File: src/rtl/sdram_arb_pkg.sv
// Shared types and helpers for the SDRAM port arbiter: FSM state, tag type
// and a constant log2 used to size port indices and FIFO pointers.
package sdram_arb_pkg;

    typedef enum logic [0:0] {
        IDLE  = 1'b0,
        GRANT = 1'b1
    } arb_state_t;

    localparam int MAX_PORTS = 8;

    function automatic int clog2(input int n);
        int r;
        r = 0;
        while ((1 << r) < n) r++;
        return r;
    endfunction

    localparam int TAG_W_MAX = clog2(MAX_PORTS);

    // Widest tag any legal configuration can need.
    typedef logic [TAG_W_MAX-1:0] tag_t;

endpackage

File: src/rtl/sdram_port_arbiter_if.sv
// Bundles the per-port Avalon-MM master buses and the single SDRAM-side bus.
// The arbiter uses the slave view; masters and the SDRAM controller use master.
interface sdram_port_arbiter_if #(
    parameter int N_PORTS = 3,
    parameter int ADDR_W  = 25,
    parameter int DATA_W  = 16
);
    logic [N_PORTS-1:0]          m_read;
    logic [N_PORTS-1:0]          m_write;
    logic [N_PORTS*ADDR_W-1:0]   m_address;
    logic [N_PORTS*DATA_W-1:0]   m_writedata;
    logic [N_PORTS*DATA_W/8-1:0] m_byteenable;
    logic [N_PORTS-1:0]          m_waitrequest;
    logic [DATA_W-1:0]           m_readdata;
    logic [N_PORTS-1:0]          m_readdatavalid;

    logic [ADDR_W-1:0]           avm_address;
    logic                        avm_read;
    logic                        avm_write;
    logic [DATA_W-1:0]           avm_writedata;
    logic [DATA_W/8-1:0]         avm_byteenable;
    logic                        avm_waitrequest;
    logic [DATA_W-1:0]           avm_readdata;
    logic                        avm_readdatavalid;

    modport slave (
        input  m_read, m_write, m_address, m_writedata, m_byteenable,
        output m_waitrequest, m_readdata, m_readdatavalid,
        output avm_address, avm_read, avm_write, avm_writedata, avm_byteenable,
        input  avm_waitrequest, avm_readdata, avm_readdatavalid
    );

    modport master (
        output m_read, m_write, m_address, m_writedata, m_byteenable,
        input  m_waitrequest, m_readdata, m_readdatavalid,
        input  avm_address, avm_read, avm_write, avm_writedata, avm_byteenable,
        output avm_waitrequest, avm_readdata, avm_readdatavalid
    );
endinterface

File: src/rtl/sdram_arb_tag_fifo.sv
// Tag FIFO holding the issuing port of every outstanding SDRAM read, in
// issue order; the head tag steers the returning readdatavalid strobe.
module sdram_arb_tag_fifo
    import sdram_arb_pkg::*;
#(
    parameter int DEPTH = 4,
    parameter int WIDTH = 2
) (
    input  logic                  clk,
    input  logic                  rst_n,
    input  logic                  push,
    input  logic [WIDTH-1:0]      push_tag,
    input  logic                  pop,
    output logic [WIDTH-1:0]      head_tag,
    output logic                  full,
    output logic                  empty,
    output logic [clog2(DEPTH):0] count
);
    localparam int PTR_W = clog2(DEPTH);

    logic [WIDTH-1:0] mem [DEPTH];
    logic [PTR_W-1:0] wr_ptr;
    logic [PTR_W-1:0] rd_ptr;

    assign head_tag = mem[rd_ptr];
    assign full     = (count == (PTR_W+1)'(DEPTH));
    assign empty    = (count == '0);

    // Depth is a power of two, so pointers wrap by natural overflow.
    always_ff @(posedge clk or negedge rst_n) begin
        if (!rst_n) begin
            wr_ptr <= '0;
            rd_ptr <= '0;
            count  <= '0;
        end else begin
            if (push) wr_ptr <= wr_ptr + 1'b1;
            if (pop)  rd_ptr <= rd_ptr + 1'b1;
            case ({push, pop})
                2'b10:   count <= count + 1'b1;
                2'b01:   count <= count - 1'b1;
                default: count <= count;
            endcase
        end
    end

    always_ff @(posedge clk) begin
        if (push) mem[wr_ptr] <= push_tag;
    end

endmodule

File: src/rtl/sdram_port_arbiter.sv
// Round-robin arbiter sharing one SDRAM controller Avalon-MM slave between
// N_PORTS masters, with a per-owner hold window and in-order read return routing.
module sdram_port_arbiter
    import sdram_arb_pkg::*;
#(
    parameter int N_PORTS     = 3,
    parameter int ADDR_W      = 25,
    parameter int DATA_W      = 16,
    parameter int MAX_PENDING = 4,
    parameter int HOLD        = 4
) (
    input  logic                clk_clk,
    input  logic                reset_reset_n,
    sdram_port_arbiter_if.slave bus,
    output logic                err_sticky
);
    localparam int PORT_W = clog2(N_PORTS);
    localparam int BE_W   = DATA_W / 8;
    localparam int HOLD_W = clog2(HOLD + 1);
    localparam int CNT_W  = clog2(MAX_PENDING) + 1;

    arb_state_t         state;
    logic [PORT_W-1:0]  owner;
    logic [PORT_W-1:0]  rr_ptr;
    logic [HOLD_W-1:0]  hold_cnt;

    logic [N_PORTS-1:0] req;
    logic               own_rd;
    logic               own_wr;
    logic               own_req;
    logic               throttle;
    logic               accept;
    logic               rd_accept;
    logic               pop;
    logic               fifo_full;
    logic               fifo_empty;
    logic [PORT_W-1:0]  head_tag;
    logic [CNT_W-1:0]   pending;

    function automatic logic [PORT_W-1:0] next_idx(input logic [PORT_W-1:0] i);
        if (int'(i) == N_PORTS - 1) return '0;
        return i + 1'b1;
    endfunction

    function automatic logic [PORT_W-1:0] rr_pick(input logic [N_PORTS-1:0] r,
                                                  input logic [PORT_W-1:0]  ptr);
        logic [PORT_W-1:0] pick;
        logic              found;
        int                idx;
        pick  = ptr;
        found = 1'b0;
        for (int k = 0; k < N_PORTS; k++) begin
            idx = (int'(ptr) + k) % N_PORTS;
            if (!found && r[idx]) begin
                pick  = PORT_W'(idx);
                found = 1'b1;
            end
        end
        return pick;
    endfunction

    assign req = bus.m_read | bus.m_write;

    always_comb begin
        own_rd  = bus.m_read[owner];
        own_wr  = bus.m_write[owner] & ~own_rd;
        own_req = own_rd | own_wr;
        pop     = bus.avm_readdatavalid & ~fifo_empty;
        // A pop in the same cycle frees a slot, so a full FIFO need not stall.
        throttle = own_rd & fifo_full & ~pop;

        bus.avm_read       = (state == GRANT) & own_rd & ~throttle;
        bus.avm_write      = (state == GRANT) & own_wr;
        bus.avm_address    = bus.m_address[int'(owner)*ADDR_W +: ADDR_W];
        bus.avm_writedata  = bus.m_writedata[int'(owner)*DATA_W +: DATA_W];
        bus.avm_byteenable = bus.m_byteenable[int'(owner)*BE_W +: BE_W];

        accept    = (bus.avm_read | bus.avm_write) & ~bus.avm_waitrequest;
        rd_accept = bus.avm_read & ~bus.avm_waitrequest;

        bus.m_waitrequest = '1;
        if (state == GRANT)
            bus.m_waitrequest[owner] = bus.avm_waitrequest | throttle | ~own_req;

        bus.m_readdatavalid = '0;
        if (pop) bus.m_readdatavalid[head_tag] = 1'b1;
        bus.m_readdata = bus.avm_readdata;
    end

    always_ff @(posedge clk_clk or negedge reset_reset_n) begin
        if (!reset_reset_n) begin
            state      <= IDLE;
            owner      <= '0;
            rr_ptr     <= '0;
            hold_cnt   <= '0;
            err_sticky <= 1'b0;
        end else begin
            if (bus.avm_readdatavalid && fifo_empty) err_sticky <= 1'b1;
            case (state)
                IDLE: begin
                    if (|req) begin
                        owner <= rr_pick(req, rr_ptr);
                        state <= GRANT;
                    end
                end
                GRANT: begin
                    if (!own_req || (accept && int'(hold_cnt) == HOLD - 1)) begin
                        rr_ptr   <= next_idx(owner);
                        hold_cnt <= '0;
                        state    <= IDLE;
                    end else if (accept) begin
                        hold_cnt <= hold_cnt + 1'b1;
                    end
                end
                default: state <= IDLE;
            endcase
        end
    end

    sdram_arb_tag_fifo #(
        .DEPTH (MAX_PENDING),
        .WIDTH (PORT_W)
    ) u_tag_fifo (
        .clk      (clk_clk),
        .rst_n    (reset_reset_n),
        .push     (rd_accept),
        .push_tag (owner),
        .pop      (pop),
        .head_tag (head_tag),
        .full     (fifo_full),
        .empty    (fifo_empty),
        .count    (pending)
    );

    fifo_full_matches_count: assert property (
        @(posedge clk_clk) disable iff (!reset_reset_n)
        fifo_full == (int'(pending) == MAX_PENDING)
    );

endmodule

File: src/flat_wrapper.sv
// flat-port wrapper written by rule: the top's interface ports become plain ports
module sdram_port_arbiter_flat import sdram_arb_pkg::*;
#(
    parameter int N_PORTS     = 3,
    parameter int ADDR_W      = 25,
    parameter int DATA_W      = 16,
    parameter int MAX_PENDING = 4,
    parameter int HOLD        = 4
)
  (clk_clk, reset_reset_n, err_sticky, bus_m_read, bus_m_write, bus_m_address, bus_m_writedata, bus_m_byteenable, bus_m_waitrequest, bus_m_readdata, bus_m_readdatavalid, bus_avm_address, bus_avm_read, bus_avm_write, bus_avm_writedata, bus_avm_byteenable, bus_avm_waitrequest, bus_avm_readdata, bus_avm_readdatavalid);
  sdram_port_arbiter_if #(.N_PORTS(N_PORTS), .ADDR_W(ADDR_W), .DATA_W(DATA_W)) bus_i ();
  input  logic clk_clk;
  input  logic reset_reset_n;
  output logic err_sticky;
  input wire logic [$bits(bus_i.m_read)-1:0] bus_m_read;
  input wire logic [$bits(bus_i.m_write)-1:0] bus_m_write;
  input wire logic [$bits(bus_i.m_address)-1:0] bus_m_address;
  input wire logic [$bits(bus_i.m_writedata)-1:0] bus_m_writedata;
  input wire logic [$bits(bus_i.m_byteenable)-1:0] bus_m_byteenable;
  output wire logic [$bits(bus_i.m_waitrequest)-1:0] bus_m_waitrequest;
  output wire logic [$bits(bus_i.m_readdata)-1:0] bus_m_readdata;
  output wire logic [$bits(bus_i.m_readdatavalid)-1:0] bus_m_readdatavalid;
  output wire logic [$bits(bus_i.avm_address)-1:0] bus_avm_address;
  output wire logic [$bits(bus_i.avm_read)-1:0] bus_avm_read;
  output wire logic [$bits(bus_i.avm_write)-1:0] bus_avm_write;
  output wire logic [$bits(bus_i.avm_writedata)-1:0] bus_avm_writedata;
  output wire logic [$bits(bus_i.avm_byteenable)-1:0] bus_avm_byteenable;
  input wire logic [$bits(bus_i.avm_waitrequest)-1:0] bus_avm_waitrequest;
  input wire logic [$bits(bus_i.avm_readdata)-1:0] bus_avm_readdata;
  input wire logic [$bits(bus_i.avm_readdatavalid)-1:0] bus_avm_readdatavalid;
  assign bus_i.m_read = bus_m_read;
  assign bus_i.m_write = bus_m_write;
  assign bus_i.m_address = bus_m_address;
  assign bus_i.m_writedata = bus_m_writedata;
  assign bus_i.m_byteenable = bus_m_byteenable;
  assign bus_m_waitrequest = bus_i.m_waitrequest;
  assign bus_m_readdata = bus_i.m_readdata;
  assign bus_m_readdatavalid = bus_i.m_readdatavalid;
  assign bus_avm_address = bus_i.avm_address;
  assign bus_avm_read = bus_i.avm_read;
  assign bus_avm_write = bus_i.avm_write;
  assign bus_avm_writedata = bus_i.avm_writedata;
  assign bus_avm_byteenable = bus_i.avm_byteenable;
  assign bus_i.avm_waitrequest = bus_avm_waitrequest;
  assign bus_i.avm_readdata = bus_avm_readdata;
  assign bus_i.avm_readdatavalid = bus_avm_readdatavalid;
  sdram_port_arbiter #(.N_PORTS(N_PORTS), .ADDR_W(ADDR_W), .DATA_W(DATA_W), .MAX_PENDING(MAX_PENDING), .HOLD(HOLD)) u_core (.clk_clk(clk_clk), .reset_reset_n(reset_reset_n), .bus(bus_i), .err_sticky(err_sticky));
endmodule
File: config.mk
export PLATFORM = sky130hd
export DESIGN_NAME = sdram_port_arbiter_flat
export DESIGN_NICKNAME = d
export VERILOG_FILES = /design/src/rtl/sdram_arb_pkg.sv /design/src/rtl/sdram_port_arbiter_if.sv /design/src/rtl/sdram_arb_tag_fifo.sv /design/src/rtl/sdram_port_arbiter.sv /design/src/flat_wrapper.sv
export SDC_FILE = /design/constraint.sdc
export NUM_CORES = 1
export LEC_CHECK = 0
export ABC_AREA = 1
export BUFFER_PORTS_ARGS = -buffer_cell sky130_fd_sc_hd__buf_2
export CAP_MARGIN = 20
export CORE_MARGIN = 3
export CORE_UTILIZATION = 30
export CTS_BUF_LIST = sky130_fd_sc_hd__clkbuf_2 sky130_fd_sc_hd__clkbuf_4 sky130_fd_sc_hd__clkbuf_8
export DETAILED_ROUTE_END_ITERATION = 8
export GPL_ROUTABILITY_DRIVEN = 0
export PLACE_DENSITY = 0.7
export SLEW_MARGIN = 25
export SYNTH_ARGS = -nofsm -noshare
export SYNTH_HDL_FRONTEND = slang
export SYNTH_SLANG_ARGS = --single-unit
File: constraint.sdc
create_clock -name clk_clk -period 2.58 [get_ports clk_clk]
set_input_delay 0 -clock clk_clk [delete_from_list [all_inputs] [get_ports clk_clk]]
set_output_delay 0 -clock clk_clk [all_outputs]
set_load 0.02 [all_outputs]
==> impl_metrics.yaml <==
power_and_ir_drop:
  p_leak_uw: 0.00197
  p_per_area_nw_per_um2: 1200
  internal_power_uw: 1780
  p_sw_share_pct: 56.4
  switchingPower_uw: 2300
  p_seq_share_pct: 16.6
  combPwrFrac_pct: 75.3
  p_clk_share_pct: 8.1
  power_uw: 4070
  vdd_drop_max_uv: 477
floorplanning:
  start_util_pct: 31.9
  die_area_um2: 9010
  fp.coreArea_um2: 7450
  boundaryPins: 223
  row_count: 31
  die_w_um: 94.9
  die_y_um: 94.9
final_layout:
  drive_above_1_share_pct: 40.1
  layout.nets: 696
  syn2layout_area_growth_pct: 42.7
critical_path:
  startpoint: "u_core.owner[0]$_DFFE_PN0P_"
  max_stage_delay_ns: 0.47
  cp.required_ns: 2.73
  r2r-start: "u_core.owner[0]$_DFFE_PN0P_"
  crit_type: "reg -> reg"
  cp-endpoint: "u_core.u_tag_fifo.count[2]$_DFFE_PN0P_"
  cpMaxStageDelayCell: "dfrtp_2"
  arrival_ns: 2.52
  cp-end-kind: "register"
  reg2reg_to: "u_core.u_tag_fifo.count[2]$_DFFE_PN0P_"
  rrSetupSlack_ns: 0.21
  worstPathMaxFanout: 8
  crit_chain: "inv_1 > nor2_4 > nand2_1 > nand3_2 > nand2_1 > nand3_1 > nor2_2 > inv_2 > ha_1 > inv_1 > fa_1 > a21oi_1 > o21ai_0 > xor2_1"
  startpoint_type: "register"
  ff2ff_path_depth: 14
clock_network:
  numCtsBuffers: 3
  cts_buffer_depth: 2
  cts_htree_levels: 1
  numClockSinks: 24
  cts_tree: "built"
  cts-root-buf: "clkbuf_8"
  cts.clk_slew.worst_paths_ns: 0.08
  cts_setup_buffers: 0
  clk_latency_ns: 0.27
yosys:
  yosysWarnings: 0
  ys_types: 30
  netlist_instances: 361
  syn-num-nets: 527
  ys_seq_elements: 24
  synth_top_cell_by_area: "nand2_1"
  yosys-top-cells-area: "nand2_1, dfrtp_1, a22oi_1, edfxtp_1, inv_1"
  seq_area_frac_synth_pct: 27.0
  synth_top_area_share_pct: 23.1
  netlist_area_um2: 2370
  syn_avg_cell_area_um2: 6.57
timing:
  fin_crit_sh_pct: 91.7
  hold_viol: 0
  rsz0062_at_grt: "false"
  fmax_ghz: 0.423
  finalMaxSlewViolations: 0
  finalSetupTns_ns: 0
  setup_violations: 0
  skew_ns: 0.00279
  worstMarginPinSlew_ns: 0.499
  layout_min_cycle_time_ns: 2.37
  slew_headroom_pct: 66.7
grt:
  antenna_found_initial: 0
  grt.total_usage_pct: 21.4
  grt.overflow.total: 0
  grt_pass1_wl_mm: 14.8
  grt_max_degree: 47
  grt_pass1_vias: 2979
flow_run:
  max_cap_violations: 0
drt:
  ant_nets: 0
  drt_iter0_markers: 201
  via_per_inst: 4.84
  wl_per_cell_um: 16.1
  firstDrtPassIters: 5
  wl_mm: 10.1
  drc: 0
  vias: 3043
placement:
  place_hpwl_mm: 8.38
  portBuffers: 190
run_status:
  status: "complete, no violations"
hold_path:
  hold_class: "in -> out"
==> cell families after synthesis <==
family | after synthesis | share of synthesized area [%]
flops | 24 | 27.0
compound gates | 54 | 16.8
simple gates | 199 | 34.7
buf+inv | 69 | 13.9
fa+ha+maj | 11 | 6.12
xor+xnor | 4 | 1.48
==> worst max-delay path, delay by kind of cell, from the launching register on <==
family	cells	cell delay, ns
adders and majority gates	2	0.51
and+or+nand+nor	6	0.58
xor gates and xnor gates	1	0.15
AOI/OAI and AO/OA	2	0.28
buffers and inverters	3	0.24
DFF	1	0.47
==> cell usage after synthesis <==
library cell / instances
nand2_2: 2
a31oi_2: 1
nand3_1: 16
xor2_1: 3
edfxtp_1: 8
a21oi_1: 4
a41o_1: 1
a22oi_1: 38
a32o_1: 1
buf_6: 1
nor3_1: 4
inv_2: 2
nand3_2: 2
buf_4: 17
inv_1: 37
nand3b_1: 3
nand2_1: 146
ha_1: 10
nor2_2: 2
nor2_4: 1
clkbuf_1: 12
a21oi_4: 1
o21ai_0: 7
a32oi_1: 1
or2_4: 1
fa_1: 1
nand4_1: 2
xnor2_1: 1
dfrtp_1: 16
nor2_1: 20
==> power groups by stage <==
| stage | registers, uW | logic, uW | clock network [uW] |
|---|---|---|---|
| after global placement | 676 | 3020 | 0 |
| after detailed placement | 682 | 3050 | 0 |
| after CTS | 674 | 3080 | 337 |
| final | 676 | 3070 | 328 |
| after global routing | 695 | 3410 | 356 |
| after floorplan | 648 | 2160 | 0 |
==> per-stage QoR <==
step | hold slack [ns] | std cells | setup slack (ns) | utilization [%] | area (um2)
after CTS | 0.000137 | 628 | 0.135 | 45.4 | 3380
after global routing | 0.000121 | 628 | 0.0222 | 45.4 | 3380
after detailed placement | -0.0616 | 623 | 0.156 | 44.3 | 3300
after global placement | -0.0609 | 623 | 0.242 | 44.3 | 3300
final | 0.0000261 | 629 | 0.214 | 45.4 | 3380
after floorplan | -0.296 | 361 | 0.363 | - | 2370
==> state kept, by name, indices dropped and copies added, names as in the netlist <==
| name | cells |
|---|---|
| u_core.err_sticky | 1 |
| u_core.u_tag_fifo.rd_ptr | 2 |
| u_core.u_tag_fifo.wr_ptr | 2 |
| u_core.u_tag_fifo.count | 3 |
| u_core.state | 1 |
| u_core.owner | 2 |
| u_core.u_tag_fifo.mem | 8 |
| u_core.rr_ptr | 2 |
| u_core.hold_cnt | 3 |
==> area by class of cell <==
type | count | area (um2)
tap | 99 | 124
clock inverter | 1 | 30.0
inverter | 39 | 146
sequential | 24 | 643
multi-input combinational | 268 | 1410
clock buffer | 3 | 41.3
antenna | 1 | 2.50
fill | 797 | 4060
timing repair buffer | 194 | 983
==> layer usage <==
layer | share of wire, % | track usage (%)
met1 | 40 | 26.3
met2 | 47 | 34.2
met5 | 0 | 0
met3 | 12 | 10.3
met4 | 1.9 | 4.33
==> layout by cell type (no fill, tap or decap), drive strengths merged <==
cell,instances
inv,39
a32o,1
o21ai,7
nand4,2
a22oi,38
edfxtp,8
dfrtp,16
nand3,18
diode,1
nor2,23
xor2,3
or2,1
fa,1
dlygate4sd3,1
a32oi,1
ha,10
a41o,1
clkbuf,3
a31oi,1
xnor2,1
nor3,4
nand3b,3
bufinv,1
a21oi,5
nand2,148
buf,193
==> worst min path at each step <==
stage / startpoint / cells after the start / slack [ns] / end
after detailed placement: reset_reset_n / 1 / -0.06 / u_core.u_tag_fifo.count[1]$_DFFE_PN0P_
after floorplan: reset_reset_n / 0 / -0.30 / u_core.err_sticky$_DFFE_PN0P_
after global placement: reset_reset_n / 1 / -0.06 / u_core.u_tag_fifo.rd_ptr[0]$_DFFE_PN0P_
after global routing: bus_avm_readdata[11] / 0 / 0.0001 / bus_m_readdata[11]
final: bus_avm_readdata[11] / 0 / 0.00003 / bus_m_readdata[11]
after CTS: bus_avm_readdata[11] / 0 / 0.0001 / bus_m_readdata[11]
==> repair_timing <==
action                                  4_1_cts  5_1_grt
hold endpoints to repair                     16        0
resized for setup                             0        2
hold buffers                                  1        0
endpoints found under the setup margin        0        4
Power figures use the tool's default switching activity.
